$ cat src/rtl/axi_tlast_pkg.sv
// -----------------------------------------------------------------------------
// axi_tlast_pkg
// Shared constants and types for the in-band TLAST encoder (axi_embed_tlast)
// and its matching decoder (axi_extract_tlast).
//   ESC_CODE   default escape word that introduces an ESC+FLAG+DATA triple
//   FLAG_LAST  FLAG[31:0] value when the escaped word carried TLAST
//   FLAG_EMUL  FLAG[31:0] value when the escaped word was a payload ESC
//   tlast_state_t  encoder/decoder sequence states
//   fold64     folds a 64-bit word to the 32-bit checksum contribution
// -----------------------------------------------------------------------------
package axi_tlast_pkg;

  localparam logic [63:0] ESC_CODE  = 64'hDEADBEEFFEEDCAFE;
  localparam logic [31:0] FLAG_LAST = 32'h0000_0001;
  localparam logic [31:0] FLAG_EMUL = 32'h0000_0000;

  typedef enum logic [1:0] {
    ST_IDLE = 2'd0,  // pass-through, or emitting ESC for the current word
    ST_FLAG = 2'd1,  // emitting the FLAG word
    ST_DATA = 2'd2   // emitting the escaped word itself
  } tlast_state_t;

  function automatic logic [31:0] fold64(input logic [63:0] d);
    return d[63:32] ^ d[31:0];
  endfunction

endpackage

$ cat src/rtl/axi_tlast_xor_csum.sv
// -----------------------------------------------------------------------------
// axi_tlast_xor_csum
// 32-bit XOR accumulator used for the per-packet checksum.
//   clk       clock
//   rst       asynchronous active-high reset (clears the accumulator)
//   i_clear   synchronous clear, wins over i_update
//   i_update  XOR i_data into the accumulator this cycle
//   i_data    32-bit contribution
//   o_csum    current accumulator value
// -----------------------------------------------------------------------------
module axi_tlast_xor_csum (
  input  logic        clk,
  input  logic        rst,
  input  logic        i_clear,
  input  logic        i_update,
  input  logic [31:0] i_data,
  output logic [31:0] o_csum
);

  logic [31:0] r_csum;

  always_ff @(posedge clk or posedge rst) begin
    if (rst) begin
      r_csum <= '0;
    end else if (i_clear) begin
      r_csum <= '0;
    end else if (i_update) begin
      r_csum <= r_csum ^ i_data;
    end
  end

  assign o_csum = r_csum;

endmodule

$ cat src/rtl/axi_embed_tlast.sv
// -----------------------------------------------------------------------------
// axi_embed_tlast
// Encodes TLAST in-band so a packet stream can cross a link with no sideband
// bit. Every word with TLAST, and every payload word equal to ESC, is sent as
// ESC, FLAG, DATA. FLAG[0] is the original TLAST; FLAG[63:32] optionally
// carries the XOR checksum of the packet's non-last words seen so far.
//   clk       clock
//   reset     asynchronous active-high reset
//   clear     synchronous clear, same effect as reset
//   i_tdata   input payload          i_tlast   input end of packet
//   i_tvalid  input valid            i_tready  input ready (output)
//   o_tdata   encoded word           o_tvalid  output valid
//   o_tready  output ready (input)
// The datapath is combinational; only state, checksum and flag_last register.
// -----------------------------------------------------------------------------
module axi_embed_tlast
  import axi_tlast_pkg::*;
#(
  parameter int          WIDTH          = 64,
  parameter bit          EMBED_CHECKSUM = 1'b0,
  parameter logic [63:0] ESC            = ESC_CODE
) (
  input  logic             clk,
  input  logic             reset,
  input  logic             clear,
  input  logic [WIDTH-1:0] i_tdata,
  input  logic             i_tlast,
  input  logic             i_tvalid,
  output logic             i_tready,
  output logic [WIDTH-1:0] o_tdata,
  output logic             o_tvalid,
  input  logic             o_tready
);

  if (WIDTH != 64) begin : g_width_check
    $error("axi_embed_tlast: only WIDTH=64 is supported");
  end

  tlast_state_t r_state;
  tlast_state_t w_state_next;
  logic         r_flag_last;

  logic         w_esc_needed;
  logic         w_in_fire;
  logic         w_csum_clear;
  logic         w_csum_update;
  logic [31:0]  w_csum;
  logic [31:0]  w_csum_field;

  assign w_esc_needed = i_tvalid & (i_tlast | (i_tdata == ESC));
  assign w_in_fire    = i_tvalid & i_tready;

  // A word is only ever accepted once (in IDLE when plain, in DATA when
  // escaped), so an escaped ESC payload contributes exactly once.
  assign w_csum_update = w_in_fire & ~i_tlast;
  assign w_csum_clear  = clear | (w_in_fire & i_tlast);

  axi_tlast_xor_csum u_csum (
    .clk      (clk),
    .rst      (reset),
    .i_clear  (w_csum_clear),
    .i_update (w_csum_update),
    .i_data   (fold64(i_tdata)),
    .o_csum   (w_csum)
  );

  assign w_csum_field = EMBED_CHECKSUM ? w_csum : 32'h0;

  always_comb begin
    w_state_next = r_state;
    o_tdata      = i_tdata;
    o_tvalid     = i_tvalid;
    i_tready     = o_tready;
    unique case (r_state)
      ST_IDLE: begin
        if (w_esc_needed) begin
          o_tdata  = ESC;
          o_tvalid = 1'b1;
          i_tready = 1'b0;
          if (o_tready) begin
            w_state_next = ST_FLAG;
          end
        end
      end
      ST_FLAG: begin
        // Built from the latched flag so a misbehaving upstream cannot
        // change the meaning of a FLAG already being presented.
        o_tdata  = {w_csum_field, (r_flag_last ? FLAG_LAST : FLAG_EMUL)};
        o_tvalid = 1'b1;
        i_tready = 1'b0;
        if (o_tready) begin
          w_state_next = ST_FLAG == ST_FLAG ? ST_DATA : ST_FLAG;
        end
      end
      ST_DATA: begin
        if (i_tvalid && o_tready) begin
          w_state_next = ST_IDLE;
        end
      end
      default: begin
        w_state_next = ST_IDLE;
      end
    endcase
  end

  always_ff @(posedge clk or posedge reset) begin
    if (reset) begin
      r_state     <= ST_IDLE;
      r_flag_last <= 1'b0;
    end else if (clear) begin
      r_state     <= ST_IDLE;
      r_flag_last <= 1'b0;
    end else begin
      r_state <= w_state_next;
      if ((r_state == ST_IDLE) && w_esc_needed && o_tready) begin
        r_flag_last <= i_tlast;
      end
    end
  end

endmodule

$ cat config.mk
export PLATFORM = sky130hd
export DESIGN_NAME = axi_embed_tlast
export DESIGN_NICKNAME = d
export VERILOG_FILES = /design/src/rtl/axi_tlast_pkg.sv /design/src/rtl/axi_tlast_xor_csum.sv /design/src/rtl/axi_embed_tlast.sv
export SDC_FILE = /design/constraint.sdc
export NUM_CORES = 1
export LEC_CHECK = 0
export ABC_CLOCK_PERIOD_IN_PS = 2000
export CORE_MARGIN = 1.5
export CORE_UTILIZATION = 26
export CTS_CLUSTER_DIAMETER = 30
export DETAILED_ROUTE_END_ITERATION = 7
export GPL_TIMING_DRIVEN = 0
export PLACE_DENSITY_LB_ADDON = 0.1
export REMOVE_ABC_BUFFERS = 1
export SYNTH_ARGS = -nofsm -noshare
export SYNTH_HDL_FRONTEND = slang
export SYNTH_SLANG_ARGS = --single-unit
$ cat constraint.sdc
create_clock -name clk -period 2 [get_ports clk]
set_input_delay 0.6 -clock clk [delete_from_list [all_inputs] [get_ports clk]]
set_output_delay 0.6 -clock clk [all_outputs]
set_load 0.05 [all_outputs]
# After elaboration in Yosys (flattened, before gate mapping)
# Cells that the tools add are included.
[classes]
n_shift = 0
n_mux = 15
n_bitwise = 2
n_reduce_logical = 6
eq_ne = 7
div_mod_pow = 0
n_addsub = 0
n_lt_le_gt_ge = 0
n_mul = 0
[ops]
columns = ["operator", "count"]
rows = [
  ["64-bit one-hot mux with 2 select lines", 1],
  ["64-bit == test, second input constant", 1],
  ["64-bit 2-to-1 mux", 1],
  ["3-bit inequality test, second input constant", 4],
  ["2-bit 2-to-1 mux", 5],
  ["2-bit one-hot mux with 3 select lines", 1],
  ["1-bit 2-to-1 mux", 5],
  ["1-bit one-hot mux with 2 select lines", 2],
  ["4-bit AND reduction", 1],
  ["1-bit logical AND", 3],
  ["2-bit by 1-bit == test with 1-bit output, second input constant", 1],
  ["2-bit == test, second input constant", 1],
  ["2-bit logical NOT", 1],
  ["2-bit nonzero test", 1],
  ["1-bit bitwise AND", 1],
  ["1-bit OR", 1],
]
[totals]
latch_bits = 0
mem_bits_rw = 0
regBits = 3
elab_cells = 32
out_inout_bits = 66
input_bits = 70
memories = 0
romBits = 0

# Logic depth before layout (Yosys ltp)
# Gate-level depths: netlist (run 1).
[depth]
depth_word = 7
ltp_mapped = 5
depth_no_buf = 4

# Worst setup path after synthesis (run 1)
# OpenSTA, ideal clock, no wires.
[synth_timing]
kind = "input port to output port"
start = "in i_tlast"
end = "out o_tdata[15]"
arrival_ns = 2.315
path_buffers = 3
required_ns = 1.400
cell_stages = 5
setup_slack_ns = -0.915
cell_sequence = "buf_2 -> buf_2 -> clkbuf_1 -> nor2_1 -> nor3_1"
[synth_between]
elab_chain_len = 4
[synth_rtl]
columns = ["item", "line_no", "rtl"]
rows = [
  ["start: declaration", "axi_embed_tlast.sv:27", "input logic i_tlast,"],
  ["1-bit OR", "axi_embed_tlast.sv:50", "assign w_esc_needed = i_tvalid & (i_tlast | (i_tdata == ESC));"],
  ["1-bit bitwise AND", "axi_embed_tlast.sv:50", ""],
  ["64-bit 2-to-1 mux", "axi_embed_tlast.sv:76", "if (w_esc_needed) begin"],
  ["64-bit one-hot mux with 2 select lines", "axi_embed_tlast.sv:74", "unique case (r_state)"],
  ["end: declaration", "axi_embed_tlast.sv:30", "output logic [WIDTH-1:0] o_tdata,"],
]
# No other way between the ends.

# Final worst setup path (run 1)
[layout_timing]
start = "in i_tdata[33]"
end = "out i_tready"
[layout_between]
elab_chain_len = 5
[layout_rtl]
columns = ["item", "line_no", "rtl"]
rows = [
  ["start: declaration", "axi_embed_tlast.sv:26", "input logic [WIDTH-1:0] i_tdata,"],
  ["64-bit == test", "axi_embed_tlast.sv:50", ""],
  ["1-bit OR", "axi_embed_tlast.sv:50", ""],
  ["1-bit bitwise AND", "axi_embed_tlast.sv:50", ""],
  ["1-bit 2-to-1 mux", "axi_embed_tlast.sv:76", ""],
  ["1-bit one-hot mux with 2 select lines", "axi_embed_tlast.sv:74", ""],
  ["end: declaration", "axi_embed_tlast.sv:29", "output logic i_tready,"],
]
# No other way between the ends.

==> metrics.md, run 1 <==
| Metric | Value |
|---|---|
| Commonest cells after routing, fill and taps aside | `buf_6, nor2_1, nor3_2, clkbuf_2, buf_4` |
| DRT Wirelength | `9.11 mm` |
| Hold_ws | `0.561 ns` |
| Layout Cells excl Fill | `~470` |
| Pins Over Slew Limit | `0` |
| Power Dens Cells | `414 mW/mm²` |
| Vias in the first global route | `2415` |
| H-tree depth | `1` |
| TritonCTS Buffers | `3` |
| Placer Congestion | `between 0.7 and 0.8` |
| VDD IR max | `about 0.23 mV` |
| Worst EP required | `1.40 ns` |
| Setup slack after layout | `-0.660 ns` |
| Row count | `25` |
| Area leader, netlist | `nor2_1` |
| Initial Utilization | `26.8%` |
| Post-Syn Area | `between 0.001 and 0.0015 mm²` |
| Vias after detailed routing | `2651` |
| Synth unique cells | `25` |
| Crit share post-route | `133%` |
| Commonest non-fill, non-tap cell in the layout | `buf_6` |
| Fmax | `376 MHz` |
| Area growth syn-to-layout | `219%` |
| Violated checks | `negative setup slack` |
| Die H | `around 73 µm` |
| Placed cell count | `413` |
| Sw power | `0.885 mW` |
| Yosys warnings | `0` |
| Pin count of the biggest net entering global routing | `35` |
| Top cells by area, synth | `nor2_1, nor3_1, a211oi_1` |
| Worst slew pin tran | `0.368 ns` |
| Crit Path Max Fanout | `3` |
| Sw Share | `53.4%` |
| CP Data Arrival Time | `2.06 ns` |
| Avg Inst Size Synth | `about 5.1 µm²` |
| Minimum clock period | `between 2 and 3 ns` |
| Vias per cell | `between 5 and 6` |
| Worst Hold Class | `input pin to asynchronous set/reset pin` |
| IO Count | `136` |
| Status | `finished, violations left` |
| # diodes | `0` |
| Die ar. | `approximately 0.0053 mm²` |
| Pleak | `1.78 nW` |
| Mapped Cells | `244` |
| Fin Setup TNS | `-15.25 ns` |
| Final setup vio count | `roughly 70` |
| WL/cell | `19.2 µm` |
| Worst-Skew Late Latency | `0.23 ns` |
| Global-route wire length before repair | `12.1 mm` |
| Hold buffer count at CTS | `0` |
| CTS tree | `yes` |
| DRT antenna net count | `0` |
| Synth top area share | `approximately 30%` |
| Dpl ws | `-1.66 ns` |
| Layout cells sized above 1 | `between 60% and 70%` |
| Remaining DRCs | `0` |
| Slew HR | `75.2%` |
| Port buffer count | `135` |
| Clk pwr share | `between 10% and 20%` |
| RSZ-0062 raised after global routing | `yes` |
| Flop and latch count out of synthesis | `3` |
| Clk sink count | `3` |
| Tot GR Track Use | `between 20% and 30%` |
| Startpoint Class | `input pin` |
| Pint | `approximately 0.77 mW` |
| Antenna violations before repair | `0` |
| Number of fill cells in the layout | `between 200 and 250` |
| Crit end category | `primary output` |
| Final hold violation count | `0` |
| Core footprint | `about 0.0047 mm²` |
| First DRT Iteration DRCs | `131` |
| Sequential fraction of the synthesis area | `under 10%` |
| Max clock buf depth | `2` |
| Detailed Place HPWL | `roughly 3.9 mm` |
| Max Cap Violations | `0` |
| Logic pwr share | `84.8%` |
| Seq pwr share | `4.0%` |
| Remaining Overflow, GRT | `0` |
| Crit path kind | `input pin to primary output` |
| Worst-path clk slew | `0.04 ns` |
| Layout Skew | `0.00606 ns` |
| Layout Nets | `about 500` |
| DR pass1 iterations | `4` |
| Horiz. Die Dim | `72.5 µm` |
| Root Driver | `clkbuf_8` |
area by class of cell:
| cell class | count | area (µm²) | area share, % |
|---|---|---|---|
| Clock buffer | 4 | 45.0 | 1.12 |
| Inverter | 18 | 67.6 | 1.69 |
| Multi-Input combinational cell | 202 | 1670 | 41.8 |
| Sequential cell | 3 | 76.3 | 1.91 |
| Tap cell | 54 | 67.6 | 1.69 |
| Timing Repair Buffer | 193 | 2070 | 51.8 |
through the flow:
| step | area (µm²) | total power, mW | util (%) |
|---|---|---|---|
| after detailed placement | 2650 | 1.11 | 56.4 |
| final | 4010 | 1.66 | 85.4 |
| after global placement | 2570 | 1.11 | 54.9 |
| after floorplan | 1160 | 0.667 | - |
| after CTS | 3560 | 1.50 | 75.9 |
| after global routing | 4010 | 1.72 | 85.4 |
worst max-delay path, stage by stage:
cell and delay [ns]:
dlygate4sd2_1 0.27, nand4b_1 0.19, nor4_2 0.39, nand4_1 0.19
a22o_1 0.26, buf_6 0.16
what timing repair did:
action,4_1_cts,5_1_grt
pin swaps,54,49
gates cloned,12,1
setup endpoints to repair,68,67
gates resized for setup,716,173
setup buffers,37,19
final timing paths:
path                       slack, ns                    from  cells past startpoint                endpoint
min                             0.56                   reset                      2  r_state[1]$_DFFE_PP0P_
min in group clk                0.65  r_state[1]$_DFFE_PP0P_                      2  r_state[1]$_DFFE_PP0P_
max                            -0.66             i_tdata[33]                      6                i_tready
max reg2reg                     0.24  r_state[1]$_DFFE_PP0P_                      7  r_state[0]$_DFFE_PP0P_
min reg2reg                     0.65  r_state[1]$_DFFE_PP0P_                      2  r_state[1]$_DFFE_PP0P_
max in group asynchronous       1.29                   reset                      2  r_state[1]$_DFFE_PP0P_
state kept, by name (all words and copies together), names as in the netlist:
register and count:
r_flag_last 1, r_state 2
Yosys cell counts, drive strengths merged:
library cell and number:
a211oi 15, a21oi 2, a221oi 1, a22o 1, a22oi 1, a41oi 1, buf 12, clkbuf 11
dfrtp 3, inv 18, nand2 3, nand2b 1, nand3 2, nand4 5, nand4b 8, nand4bb 4
nor2 98, nor2b 2, nor3 49, nor4 4, o21ai 1, o31a 1, or2 1
power groups by stage:
| stage | combinational (mW) | sequential, mW | clock [mW] |
|---|---|---|---|
| finish | 1.40 | 0.0658 | 0.186 |
| global route | 1.46 | 0.0659 | 0.193 |
| CTS | 1.25 | 0.0652 | 0.186 |
| detailed placement | 1.05 | 0.0655 | 0 |
| global placement | 1.04 | 0.0650 | 0 |
| floorplan | 0.603 | 0.0647 | 0 |
cells by family after synthesis:
family	synth area share (%)
flip-flops	5.98
AND/OR/NAND/NOR	66.6
AO/OA/AOI/OAI	14.0
buffers and inverters	13.3
per-layer routing:
metal	vias to the layer above	part of all wire [%]	track usage [%]
met2	142	50	52.3
met4	0	3.3	7.13
met1	1292	37	35.8
met3	24	9.0	7.78
met5	-	0	0
li1	1193	-	-
(Power assumes the default switching activity.)
==> run 2: changes to the inputs <==
CAP_MARGIN = 20   (was default)
SLEW_MARGIN = 20   (was default)
==> metrics.md, run 2 (synthesis gave the netlist of run 1 again) <==
| Metric | Value |
|---|---|
| Status | `finished, violations left (unchanged)` |
| Violated checks | `negative setup slack (unchanged)` |
| Sequential Area | `76.3 µm² (unchanged)` |
| Largest registers | `r_state (2), r_flag_last (1) (unchanged)` |
| RSZ-0062 raised after global routing | `yes (unchanged)` |
| Max reg flops | `2 (unchanged)` |
| Max clock buf depth | `2 (unchanged)` |
| Bufs and invs on worst path | `2 (unchanged)` |
| Final Util | `85.8% (was 85.4%)` |
| Placed cell count | `413 (unchanged)` |
| Hold_ws | `0.596 ns (was 0.561 ns)` |
| DR pass1 iterations | `4 (unchanged)` |
| Largest stage delay on the critical path | `0.27 ns (was 0.39 ns)` |
| Layout cells sized above 1 | `68.0% (was 66.9%)` |
| Placer Congestion | `0.733 (unchanged)` |
| CP dominant cell by count | `nand4_1` |
| Port buffer count | `135 (unchanged)` |
| Initial Utilization | `26.8% (unchanged)` |
| First DRT Iteration DRCs | `144 (was 131)` |
| Fin Setup TNS | `-13.88 ns (was -15.25 ns)` |
| Layout Nets | `483 (was 491)` |
| IO Count | `136 (unchanged)` |
| Startpoint Class | `input pin (unchanged)` |
| CP Data Arrival Time | `1.92 ns (was 2.06 ns)` |
| VDD IR max | `0.323 mV (was 0.230 mV)` |
| Vias per cell | `5.60 (was 5.59)` |
| Commonest non-fill, non-tap cell in the layout | `buf_6 (unchanged)` |
| Worst-path clk slew | `0.04 ns (about the same)` |
| Crit end category | `primary output (unchanged)` |
| Commonest cells after routing, fill and taps aside | `buf_6, nor2_1, nor2_4, clkbuf_2, nor3_2 (was buf_6, nor2_1, nor3_2, clkbuf_2, buf_4)` |
| Dpl ws | `-1.68 ns (was -1.66 ns)` |
| Tot GR Track Use | `30.2% (was 29.6%)` |
| Layout Skew | `0.00917 ns (was 0.00606 ns)` |
| Setup slack after layout | `-0.521 ns (was -0.660 ns)` |
| Remaining Overflow, GRT | `0 (unchanged)` |
| Number of cells on the critical path | `6 (unchanged)` |
| Antenna violations before repair | `0 (unchanged)` |
| Root Driver | `clkbuf_8 (unchanged)` |
| Placed Area | `0.00266 mm² (was 0.00265 mm²)` |
| Worst slew pin tran | `0.377 ns (was 0.368 ns)` |
| # diodes | `0 (unchanged)` |
| Slew HR | `74.9% (was 75.2%)` |
| DRT Wirelength | `9.32 mm (was 9.11 mm)` |
| FF-to-FF path depth | `6 (was 7)` |
| Minimum clock period | `2.52 ns (was 2.66 ns)` |
| Worst-Skew Late Latency | `0.22 ns (was 0.23 ns)` |
| Remaining DRCs | `0 (unchanged)` |
| Pleak | `1.76 nW (was 1.78 nW)` |
| Max Cap Violations | `0 (unchanged)` |
| CP top delay family | `simple AND/OR/NAND/NOR gates (unchanged)` |
| H-tree depth | `1 (unchanged)` |
| Layout Cells excl Fill | `466 (was 474)` |
| Area growth syn-to-layout | `221% (was 219%)` |
| Fmax | `397 MHz (was 376 MHz)` |
| CTS tree | `yes (unchanged)` |
| Worst EP required | `1.40 ns (about the same)` |
| Row count | `25 (unchanged)` |
| Pins Over Slew Limit | `0 (unchanged)` |
| Worst Hold Class | `input pin to asynchronous set/reset pin (unchanged)` |
| Register bank with the most flops | `r_state (unchanged)` |
| Core footprint | `0.00469 mm² (unchanged)` |
| Vias in the first global route | `2507 (was 2415)` |
| Worst path slowest cell | `a22o_1 (was nor4_2)` |
| Pin count of the biggest net entering global routing | `69 (was 35)` |
| Crit share post-route | `126% (was 133%)` |
| Final Instance Area | `0.00403 mm² (was 0.00401 mm²)` |
| Power Dens Cells | `417 mW/mm² (was 414 mW/mm²)` |
| DRT antenna net count | `0 (unchanged)` |
| Total chip power | `1.68 mW (was 1.66 mW)` |
| Vias after detailed routing | `2609 (was 2651)` |
| Crit Path Max Fanout | `3 (unchanged)` |
| Hold buffer count at CTS | `0 (unchanged)` |
| TritonCTS Buffers | `3 (unchanged)` |
| Multi-input logic area | `0.00181 mm² (was 0.00167 mm²)` |
| Number of fill cells in the layout | `265 (was 246)` |
| Detailed Place HPWL | `3.92 mm (was 3.87 mm)` |
| Crit-path cells | `clkdlybuf4s15_1 -> nand4_1 -> nor4_4 -> nand4_1 -> a22o_1 -> buf_6 (was dlygate4sd2_1 -> nand4b_1 -> nor4_2 -> nand4_1 -> a22o_1 -> buf_6)` |
| Final hold violation count | `0 (unchanged)` |
| Die ar. | `0.00526 mm² (unchanged)` |
| Die H | `72.5 µm (unchanged)` |
| Global-route wire length before repair | `12.5 mm (was 12.1 mm)` |
| WL/cell | `20.0 µm (was 19.2 µm)` |
| Clk sink count | `3 (unchanged)` |
| Crit path kind | `input pin to primary output (unchanged)` |
| Final setup vio count | `65 (was 68)` |
| Horiz. Die Dim | `72.5 µm (unchanged)` |
run 2: cell count changes in the layout (fill, tap and decap cells not counted), moves of 6 or more:
cell / change
buf_2: +7
clkdlybuf4s15_1: +6
dlygate4sd2_1: -12
nor2_4: +6
nor3_2: -15
nor3_4: +15
run 2: cell type report:
class,count,area share [%]
timing repair buffer,185,48.6
multi-input combinational,202,45.0
sequential,3,1.90
inverter,18,1.68
tap,54,1.68
clock buffer,4,1.12
run 2: what timing repair did:
action	CTS	global route
pin swaps	56	53
setup endpoints to repair	68	68
resized for setup	717	219
setup buffers	26	23
gates cloned	11	1
run 2: routing by layer:
| metal | vias up | global-route usage [%] | part of all wire [%] |
|---|---|---|---|
| met4 | 0 | 7.34 | 2.1 |
| li1 | 1171 | - | - |
| met3 | 25 | 7.78 | 8.8 |
| met1 | 1260 | 35.7 | 36 |
| met2 | 153 | 54.0 | 53 |
| met5 | - | 3.03 | 0 |
run 2: where the power goes:
group          internal, mW  leakage (nW)  switching (mW)
registers            0.0633        0.0395         0.00234
logic                 0.574          1.69           0.857
clock network         0.137        0.0228          0.0474
run 2: path summary, 6_finish.rpt:
| path | startpoint | endpoint | slack, ns |
|---|---|---|---|
| max | i_tdata[25] | i_tready | -0.52 |
| min | reset | r_state[1]$_DFFE_PP0P_ | 0.60 |
| max reg2reg | r_state[1]$_DFFE_PP0P_ | r_flag_last$_DFFE_PP0P_ | 0.45 |
| min reg2reg | r_flag_last$_DFFE_PP0P_ | r_flag_last$_DFFE_PP0P_ | 0.68 |
| max in group asynchronous | reset | r_state[1]$_DFFE_PP0P_ | 1.24 |
| min in group clk | r_flag_last$_DFFE_PP0P_ | r_flag_last$_DFFE_PP0P_ | 0.68 |
